$ cat src/rtl/oam_dma_arbiter_pkg.sv
// Shared types and address map for the OAM DMA arbiter and its DMA engine.
package oam_dma_arbiter_pkg;

    typedef enum logic [1:0] {
        ST_IDLE  = 2'd0,
        ST_START = 2'd1,
        ST_RD    = 2'd2,
        ST_WR    = 2'd3
    } dma_state_t;

    localparam logic [15:0] OAM_BASE = 16'hFE00;
    localparam logic [15:0] DMA_REG  = 16'hFF46;
    localparam logic [15:0] HRAM_LO  = 16'hFF80;
    localparam logic [15:0] HRAM_HI  = 16'hFFFE;
    localparam int unsigned DMA_LEN  = 160;

    localparam logic [7:0]  LAST_IDX = 8'(DMA_LEN - 1);
    localparam logic [7:0]  ECHO_TOP = 8'hDF;
    localparam logic [7:0]  ECHO_OFS = 8'h20;

    // Source pages above 0xDF alias the work-RAM echo region back down by 0x20.
    function automatic logic [7:0] echo_map(input logic [7:0] src);
        return (src <= ECHO_TOP) ? src : (src - ECHO_OFS);
    endfunction

    function automatic logic is_hram(input logic [15:0] addr);
        return (addr >= HRAM_LO) && (addr <= HRAM_HI);
    endfunction

endpackage

$ cat src/rtl/oam_dma_engine.sv
// OAM DMA engine: START/RD/WR sequencer, byte index and echo-mapped source page.
module oam_dma_engine
    import oam_dma_arbiter_pkg::*;
(
    input  logic        clk,
    input  logic        rst,
    input  logic        i_start,
    input  logic        i_stall,
    input  logic [7:0]  i_src,
    input  logic [7:0]  i_rdata,
    output logic        o_busy,
    output logic        o_rd,
    output logic        o_wr,
    output logic        o_mem_req,
    output logic        o_mem_we,
    output logic [15:0] o_mem_addr,
    output logic [7:0]  o_mem_wdata
);

    dma_state_t r_state;
    dma_state_t w_state_nxt;
    logic [7:0] r_idx;
    logic [7:0] w_idx_nxt;
    logic [7:0] w_src_eff;

    assign w_src_eff = echo_map(i_src);
    assign o_busy    = (r_state != ST_IDLE);
    assign o_rd      = (r_state == ST_RD);
    assign o_wr      = (r_state == ST_WR);

    always_ff @(posedge clk or negedge rst) begin
        if (!rst) begin
            r_state <= ST_IDLE;
            r_idx   <= 8'h00;
        end else begin
            r_state <= w_state_nxt;
            r_idx   <= w_idx_nxt;
        end
    end

    always_comb begin
        w_state_nxt = r_state;
        w_idx_nxt   = r_idx;
        o_mem_req   = 1'b0;
        o_mem_we    = 1'b0;
        o_mem_addr  = 16'h0000;
        o_mem_wdata = 8'h00;

        case (r_state)
            ST_IDLE: begin
                w_state_nxt = ST_IDLE;
            end
            ST_START: begin
                w_state_nxt = ST_RD;
                w_idx_nxt   = 8'h00;
            end
            ST_RD: begin
                // A stalled RD gives its bus slot to the CPU and retries next cycle.
                if (!i_stall) begin
                    o_mem_req   = 1'b1;
                    o_mem_addr  = {w_src_eff, r_idx};
                    w_state_nxt = ST_WR;
                end
            end
            ST_WR: begin
                o_mem_req   = 1'b1;
                o_mem_we    = 1'b1;
                o_mem_addr  = OAM_BASE + {8'h00, r_idx};
                o_mem_wdata = i_rdata;
                if (r_idx == LAST_IDX) begin
                    w_state_nxt = ST_IDLE;
                end else begin
                    w_state_nxt = ST_RD;
                    w_idx_nxt   = r_idx + 8'd1;
                end
            end
            default: begin
                w_state_nxt = ST_IDLE;
            end
        endcase

        // A register write restarts from any state, including the final WR.
        if (i_start) begin
            w_state_nxt = ST_START;
            w_idx_nxt   = 8'h00;
        end
    end

endmodule

$ cat src/rtl/oam_dma_arbiter.sv
// CPU / OAM-DMA memory bus arbiter: grant mux, DMA source register and CPU ack path.
module oam_dma_arbiter
    import oam_dma_arbiter_pkg::*;
(
    input  logic        clk,
    input  logic        rst,
    input  logic        cpu_req,
    input  logic        cpu_we,
    input  logic [15:0] cpu_addr,
    input  logic [7:0]  cpu_wdata,
    output logic [7:0]  cpu_rdata,
    output logic        cpu_ack,
    output logic        mem_req,
    output logic        mem_we,
    output logic [15:0] mem_addr,
    output logic [7:0]  mem_wdata,
    input  logic [7:0]  mem_rdata,
    output logic        dma_busy
);

    logic        r_run;
    logic        r_ack;
    logic        r_rd_mem;
    logic [7:0]  r_rdata;
    logic [7:0]  r_dma_src;

    logic        w_req;
    logic        w_is_reg;
    logic        w_is_hram;
    logic        w_grant;
    logic        w_cpu_bus;
    logic        w_stall;
    logic        w_start;
    logic [7:0]  w_rdata_nxt;

    logic        w_dma_busy;
    logic        w_dma_rd;
    logic        w_dma_wr;
    logic        w_dma_req;
    logic        w_dma_we;
    logic [15:0] w_dma_addr;
    logic [7:0]  w_dma_wdata;

    // The ack cycle masks the still-held request so one request yields one access.
    assign w_req     = r_run & cpu_req & ~r_ack;
    assign w_is_reg  = (cpu_addr == DMA_REG);
    assign w_is_hram = is_hram(cpu_addr);
    assign w_start   = w_grant & w_is_reg & cpu_we;

    always_comb begin
        w_grant     = 1'b0;
        w_cpu_bus   = 1'b0;
        w_stall     = 1'b0;
        w_rdata_nxt = 8'h00;
        if (w_req) begin
            if (!w_dma_busy) begin
                w_grant   = 1'b1;
                w_cpu_bus = ~w_is_reg;
            end else if (w_is_reg || w_is_hram) begin
                w_grant   = w_is_reg | ~w_dma_wr;
                w_cpu_bus = w_is_hram & ~w_dma_wr;
                w_stall   = w_grant & w_dma_rd;
            end else begin
                // DMA owns the bus: ordinary accesses complete without touching memory.
                w_grant = 1'b1;
            end
            if (!cpu_we) begin
                w_rdata_nxt = w_is_reg ? r_dma_src : 8'hFF;
            end
        end
    end

    // Control registers.
    always_ff @(posedge clk or negedge rst) begin
        if (!rst) begin
            r_run     <= 1'b0;
            r_ack     <= 1'b0;
            r_rd_mem  <= 1'b0;
            r_dma_src <= 8'h00;
        end else begin
            r_run    <= 1'b1;
            r_ack    <= w_grant;
            r_rd_mem <= w_grant & w_cpu_bus & ~cpu_we;
            if (w_start) begin
                r_dma_src <= cpu_wdata;
            end
        end
    end

    // Read data captured at grant, only observed while cpu_ack is high.
    always_ff @(posedge clk) begin
        r_rdata <= w_rdata_nxt;
    end

    oam_dma_engine u_engine (
        .clk         (clk),
        .rst         (rst),
        .i_start     (w_start),
        .i_stall     (w_stall),
        .i_src       (r_dma_src),
        .i_rdata     (mem_rdata),
        .o_busy      (w_dma_busy),
        .o_rd        (w_dma_rd),
        .o_wr        (w_dma_wr),
        .o_mem_req   (w_dma_req),
        .o_mem_we    (w_dma_we),
        .o_mem_addr  (w_dma_addr),
        .o_mem_wdata (w_dma_wdata)
    );

    always_comb begin
        mem_req   = 1'b0;
        mem_we    = 1'b0;
        mem_addr  = 16'h0000;
        mem_wdata = 8'h00;
        if (w_cpu_bus) begin
            mem_req   = 1'b1;
            mem_we    = cpu_we;
            mem_addr  = cpu_addr;
            mem_wdata = cpu_we ? cpu_wdata : 8'h00;
        end else if (w_dma_req) begin
            mem_req   = 1'b1;
            mem_we    = w_dma_we;
            mem_addr  = w_dma_addr;
            mem_wdata = w_dma_wdata;
        end
    end

    assign cpu_ack   = r_ack;
    assign cpu_rdata = !r_ack ? 8'h00 : (r_rd_mem ? mem_rdata : r_rdata);
    assign dma_busy  = w_dma_busy;

endmodule

$ cat config.mk
export PLATFORM = sky130hd
export DESIGN_NAME = oam_dma_arbiter
export DESIGN_NICKNAME = d
export VERILOG_FILES = /design/src/rtl/oam_dma_arbiter_pkg.sv /design/src/rtl/oam_dma_engine.sv /design/src/rtl/oam_dma_arbiter.sv
export SDC_FILE = /design/constraint.sdc
export NUM_CORES = 1
export LEC_CHECK = 0
export CAP_MARGIN = 30
export CORE_ASPECT_RATIO = 0.9
export CORE_MARGIN = 2
export CORE_UTILIZATION = 30
export CTS_CLUSTER_SIZE = 24
export DETAILED_ROUTE_END_ITERATION = 10
export PLACE_DENSITY = 0.67
export SYNTH_ARGS = -nofsm -noshare
export SYNTH_HDL_FRONTEND = slang
export SYNTH_SLANG_ARGS = --single-unit
$ cat constraint.sdc
create_clock -name clk -period 2.2 [get_ports clk]
set_input_delay 0.22 -clock clk [delete_from_list [all_inputs] [get_ports clk]]
set_output_delay 0.22 -clock clk [all_outputs]
set_load 0.02 [all_outputs]
# Word level (Yosys, flattened, before mapping)
# Index checks and enable logic that the tools add are counted.
dict set report word_totals {
  regBits 29
  in_bits 36
  output_inout_bits 36
  word_cells 76
}
dict set report op_classes {
  addsub 3
  magnitude_cmp 3
  n_eq_ne 7
  n_mux 35
  n_bitwise 14
  n_reduce_logical 7
}
# operator count
set ops {}
lappend ops {{8-bit 2-to-1 mux} 10}
lappend ops {{16-bit 2-to-1 mux} 3}
lappend ops {{16-bit one-hot mux with 2 select lines} 1}
lappend ops {{16-bit equality test (second input constant)} 1}
lappend ops {{16-bit greater-or-equal comparator (second input constant)} 1}
lappend ops {{16-bit less-or-equal comparator (second input constant)} 1}
lappend ops {{8-bit one-hot mux with 2 select lines} 1}
lappend ops {{1-bit 2-to-1 mux} 15}
lappend ops {{10-bit by 9-bit adder with 11-bit output (first input constant)} 1}
lappend ops {{8-bit by 1-bit adder with 8-bit output (second input constant)} 1}
lappend ops {{1-bit bitwise AND} 8}
lappend ops {{8-bit equality test (second input constant)} 1}
lappend ops {{8-bit less-or-equal comparator (second input constant)} 1}
lappend ops {{2-bit one-hot mux with 4 select lines} 1}
lappend ops {{8-bit by 6-bit subtractor with 8-bit output (second input constant)} 1}
lappend ops {{2-bit 2-to-1 mux} 3}
lappend ops {{3-bit by 2-bit inequality test with 1-bit output (second input constant)} 2}
lappend ops {{1-bit inverter} 5}
lappend ops {{2-bit equality test (second input constant)} 2}
lappend ops {{3-bit nonzero test} 1}
lappend ops {{2-bit by 1-bit equality test with 1-bit output (second input constant)} 1}
lappend ops {{2-bit logical NOT} 1}
lappend ops {{1-bit one-hot mux with 2 select lines} 1}
lappend ops {{2-bit AND reduction} 1}
lappend ops {{5 further kinds} 5}

# Logic depth before layout (Yosys ltp)
dict set report depth {
  word_depth 11
  depth_mapped 7
  ltp_nobuf 6
}

# Modules after synthesis
# From an unflattened synthesis, not the netlist that was laid out.
dict set report unflattened {
  cells_unflattened 268
  hier_area_um2 2265.9
}
# module instances cells_per_inst area_each_um2 seq_area_each_um2
set by_module_without_submodules {}
lappend by_module_without_submodules {oam_dma_arbiter 1 162 1411.4 435.4}
lappend by_module_without_submodules {oam_dma_engine 1 106 854.6 250.2}

# Least setup slack after synthesis
# OpenSTA, ideal clock, no wires.
dict set report synth_timing {
  path_type {reg2out}
  from {register r_ack, in the netlist cpu_ack}
  to {output mem_addr[10]}
  arrival_ps 2092
  required_ps 1980
  path_slack_ps -112
  stages_incl_launch_ff 6
  path_buffers 0
  cell_sequence {dfrtp_1 -> nand3b_1 -> nor2_1 -> a21boi_1 -> a21oi_1 -> a2bb2oi_1}
}
dict set report synth_between {
  elab_chain_cells 7
  word_cells_on_any_way 10
  classes_between {mux (8); bitwise (2)}
}
# element line_no
set synth_lines {}
lappend synth_lines {{start, declared} oam_dma_arbiter.sv:22} ;# logic r_ack;
lappend synth_lines {{start signal, assigned} oam_dma_arbiter.sv:82} ;# r_ack <= w_grant;
lappend synth_lines {{1-bit inverter (*)} oam_dma_arbiter.sv:45} ;# assign w_req = r_run & cpu_req & ~r_ack;
lappend synth_lines {{1-bit bitwise AND (*)} oam_dma_arbiter.sv:45}
lappend synth_lines {{1-bit 2-to-1 mux} oam_dma_arbiter.sv:55} ;# if (w_req) begin
lappend synth_lines {{16-bit 2-to-1 mux / 1-bit 2-to-1 mux (equally long branches)} oam_dma_engine.sv:59} ;# if (!i_stall) begin
lappend synth_lines {{16-bit one-hot mux with 2 select lines / 1-bit one-hot mux with 2 select lines (equally long branches)} oam_dma_engine.sv:49} ;# case (r_state)
lappend synth_lines {{16-bit 2-to-1 mux} oam_dma_arbiter.sv:121} ;# end else if (w_dma_req) begin
lappend synth_lines {{16-bit 2-to-1 mux (*)} oam_dma_arbiter.sv:116} ;# if (w_cpu_bus) begin
lappend synth_lines {{end, declared} oam_dma_arbiter.sv:15} ;# output logic [15:0] mem_addr,
# Mark *: on every way between the ends. The rest lies on a longest branch, timed or not.

# Worst setup path after layout
dict set report layout_timing {
  from {input cpu_addr[0]}
  to {output mem_addr[13]}
}
dict set report layout_between {
  elab_chain_cells 10
  word_cells_on_any_way 21
  classes_between {order compare (2); eq/ne (1); mux (12); bitwise (4); reduce/logical (2)}
}
# element line_no
set layout_lines {}
lappend layout_lines {{start, declared} oam_dma_arbiter.sv:9} ;# input logic [15:0] cpu_addr,
lappend layout_lines {{16-bit greater-or-equal comparator (tied with other cells)} oam_dma_arbiter_pkg.sv:27} ;# return (addr >= HRAM_LO) && (addr <= HRAM_HI);
lappend layout_lines {{1-bit logical AND / 1-bit OR (equally long branches)} {oam_dma_arbiter_pkg.sv:27, oam_dma_arbiter.sv:60}}
lappend layout_lines {{1-bit logical OR / 1-bit bitwise AND (equally long branches)} {oam_dma_arbiter.sv:59, oam_dma_arbiter.sv:62}}
lappend layout_lines {{1-bit 2-to-1 mux} oam_dma_arbiter.sv:59} ;# end else if (w_is_reg || w_is_hram) begin
lappend layout_lines {{1-bit 2-to-1 mux} oam_dma_arbiter.sv:56} ;# if (!w_dma_busy) begin
lappend layout_lines {{1-bit 2-to-1 mux} oam_dma_arbiter.sv:55}
lappend layout_lines {{16-bit 2-to-1 mux / 1-bit 2-to-1 mux (equally long branches)} oam_dma_engine.sv:59}
lappend layout_lines {{16-bit one-hot mux with 2 select lines / 1-bit one-hot mux with 2 select lines (equally long branches)} oam_dma_engine.sv:49}
lappend layout_lines {{16-bit 2-to-1 mux} oam_dma_arbiter.sv:121}
lappend layout_lines {{16-bit 2-to-1 mux (*)} oam_dma_arbiter.sv:116}
# Marks and branches as above.

==> flow_summary.json <==
{
  "status": "finished with violations",
  "violations": "negative setup slack",
  "post-route-util_pct": 53.2,
  "required_ns": 1.98,
  "num_rows": 27,
  "wl_um": 6820,
  "synth.avg_cell_area_um2": 8.82,
  "cp_slowest_cell": "or4_4",
  "synth_cells": 217,
  "final.setup.tns_ns": -2.48,
  "synth_xor_area_share_pct": 0,
  "synth_seq_cells": 29,
  "dpl-instance-area_um2": 3080,
  "maxSlewViolCount": 0,
  "reg2regPathDepth": 7,
  "n_antenna_cell": 0,
  "grt_pass1_wl_um": 11000,
  "die_y_um": 79.8,
  "synth_top_cell_by_area": "dfrtp_1",
  "max_freq_mhz": 424,
  "hold_violations": 0,
  "drive_above_1_share_pct": 39.1,
  "synth_nets": 255,
  "crit_type": "in2out",
  "seq_area_um2": 686,
  "io_pins": 72,
  "yosys.area_share.simple_pct": 20.5,
  "grt_antenna_before_repair": 0,
  "clock_skew_ns": 0.00697,
  "post-route-drc-count": 0,
  "cp-end-kind": "output pin",
  "cp.depth": 7,
  "fin_crit_ns": 2.36,
  "first_pass_iters": 4,
  "multi_input_comb_area_um2": 1240,
  "arrival_ns": 2.14,
  "grt_max_degree": 22,
  "synth_top_family_by_area": "compound AO/OA/AOI/OAI gates",
  "die_w_um": 88.2,
  "place.gp.congestion": 0.892,
  "ys_types": 51,
  "synth.area.top_cells": "dfrtp_1 27%, dfxtp_1 8.4%, a21oi_1 4.7%",
  "synthFlopType": "dfrtp_1",
  "area_growth_pct": 71.0,
  "clk_latency_ns": 0.29,
  "grt-ovfl-total": 0,
  "slowest_delay_ns": 0.52,
  "finalCritPeriodShare_pct": 107,
  "final_common_cell": "buf_4",
  "crit_chain": "buf_6 > or4_4 > or4_4 > o21ai_4 > nor2_4 > a221o_1 > buf_6",
  "port_buffers": 71,
  "maxCapViolCount": 0,
  "layout_setup_ws_ns": -0.157,
  "pre_cts_ws_ns": -0.985,
  "drt_iter0_markers": 85,
  "crit_fanout": 6,
  "synth_edf_count": 0,
  "crit_buf_inv": 2,
  "num_vias": 2177,
  "synth_area_um2": 1910,
  "wl_per_cell_um": 16.0,
  "yosysTopAreaCellShare_pct": 27.5,
  "p_leak_nw": 1.40,
  "synthMuxAreaShare_pct": 7.72,
  "cts_root_buf": "clkbuf_8",
  "cts_tree": "done",
  "rsz0062_at_grt": "yes",
  "ant_nets": 0,
  "cts_made_buffers": 5,
  "fin_nets": 377,
  "fin_cells": 427,
  "grt_pass1_vias": 2254,
  "setup_viol": 24,
  "place_hpwl_um": 4970,
  "hold_class": "in2async",
  "async_reset_ff_share_pct": 72.4,
  "holdWs_ns": 0.290,
  "clkTransAtPathRegs_ns": 0.07,
  "path_delay_family": "simple AND/OR/NAND/NOR gates",
  "cts_max_level": 2,
  "layout_common_cells": "61 x buf_4, 29 x clkdlybuf4s50_1, 21 x dfrtp_1, 13 x o21ai_0, 13 x nand3_1",
  "clk_path_buf_depth": 2,
  "synthAdderAreaFrac_pct": 1.31,
  "cp-start-kind": "input port",
  "cts.sinks": 29,
  "peakVddDrop_mv": 0.463,
  "ys_seq_area_share_pct": 35.8,
  "dieArea_um2": 7030,
  "viasPerCell": 5.10,
  "n_fill_cell": 599,
  "fin_total_pwr_mw": 1.94,
  "grt_usage_pct": 20.4,
  "synth_compound_area_share_pct": 29.6,
  "core_area_um2": 6150,
  "placed_cells": 411,
  "p_per_area_nw_per_um2": 594,
  "fin_area_um2": 3270,
  "yosys_warnings": 0,
  "start_util_pct": 31.1
}
==> kinds of logic (layout without fill, tap and decap cells) <==
group	Yosys count	after routing
flip-flops	29	29
multiplexers	14	14
AND/OR/NAND/NOR	71	72
other	1	1
adder cells (fa/ha/maj)	2	2
AO/OA/AOI/OAI	80	80
buffers and inverters	20	142
==> final timing paths <==
kind | from | endpoint | slack, ns
hold / removal | rst | r_dma_src[0]$_DFFE_PN0P_ | 0.29
hold reg to reg | r_dma_src[1]$_DFFE_PN0P_ | r_rdata[1]$_SDFF_PP0_ | 0.51
setup reg to reg | u_engine.r_idx[0]$_DFFE_PN0P_ | u_engine.r_idx[3]$_DFFE_PN0P_ | 0.43
setup / recovery | cpu_addr[0] | mem_addr[13] | -0.16
min in group clk | r_dma_src[1]$_DFFE_PN0P_ | r_rdata[1]$_SDFF_PP0_ | 0.51
max in group asynchronous | rst | r_dma_src[6]$_DFFE_PN0P_ | 1.68
==> state kept, by name (all words and copies together) (netlist names) <==
signal	flops
r_rdata	8
r_dma_src	8
r_run	1
u_engine.r_state	2
u_engine.r_idx	8
cpu_ack	1
r_rd_mem	1
==> layer usage <==
| metal | track usage (%) | share of wire [%] |
|---|---|---|
| met3 | 2.59 | 3.1 |
| met1 | 27.3 | 47 |
| met4 | 8.18 | 1.6 |
| met5 | 0 | 0 |
| met2 | 33.1 | 48 |
==> worst register-to-register path: stages (launching register included) <==
cell and delay (ns):
dfrtp_1 0.43, ha_1 0.27, nand4_1 0.20, o41ai_2 0.31, buf_4 0.20, nor4_1 0.05, a21oi_1 0.12, a21oi_1 0.08
==> final cells by class <==
type	count	area share [%]
Clock buffer	6	2.52
Clock inverter	2	1.15
Inverter	7	0.803
Multi-Input combinational cell	169	38.0
Sequential cell	29	21.0
Tap cell	87	3.33
Timing Repair Buffer	127	33.2
==> power breakdown <==
| group | internal, mW | switching, mW |
|---|---|---|
| registers | 0.591 | 0.0821 |
| clock network | 0.368 | 0.217 |
| logic | 0.343 | 0.343 |
==> repair_timing <==
item | in CTS | in global routing
hold buffers | 0 | 0
pin swaps | 20 | 7
buffers inserted | 5 | 1
cloned | 2 | 0
setup endpoints to repair | 41 | 26
gates resized for setup | 175 | 11
==> cells in the mapped netlist, types with 2 or more instances <==
cell and count:
a2bb2oi_1 6, mux2_1 6, nor4_1 2, nand2b_1 2, dfxtp_1 8, nand4b_1 2
o21ai_0 18, dfrtp_1 21, nand3_1 13, nor3_1 4, nand3b_1 2, a21o_1 2
nor2b_1 8, buf_6 2, a31oi_1 5, and3_1 2, inv_1 6, nand4_1 5
o21a_1 7, a21oi_1 18, mux2i_1 8, o211ai_1 2, buf_2 2, a32o_2 8
clkbuf_1 8, or4_4 2, a21boi_0 2, ha_1 2, nor2_1 13, nand2_1 10
No activity file was read; power rests on OpenSTA's default activity.
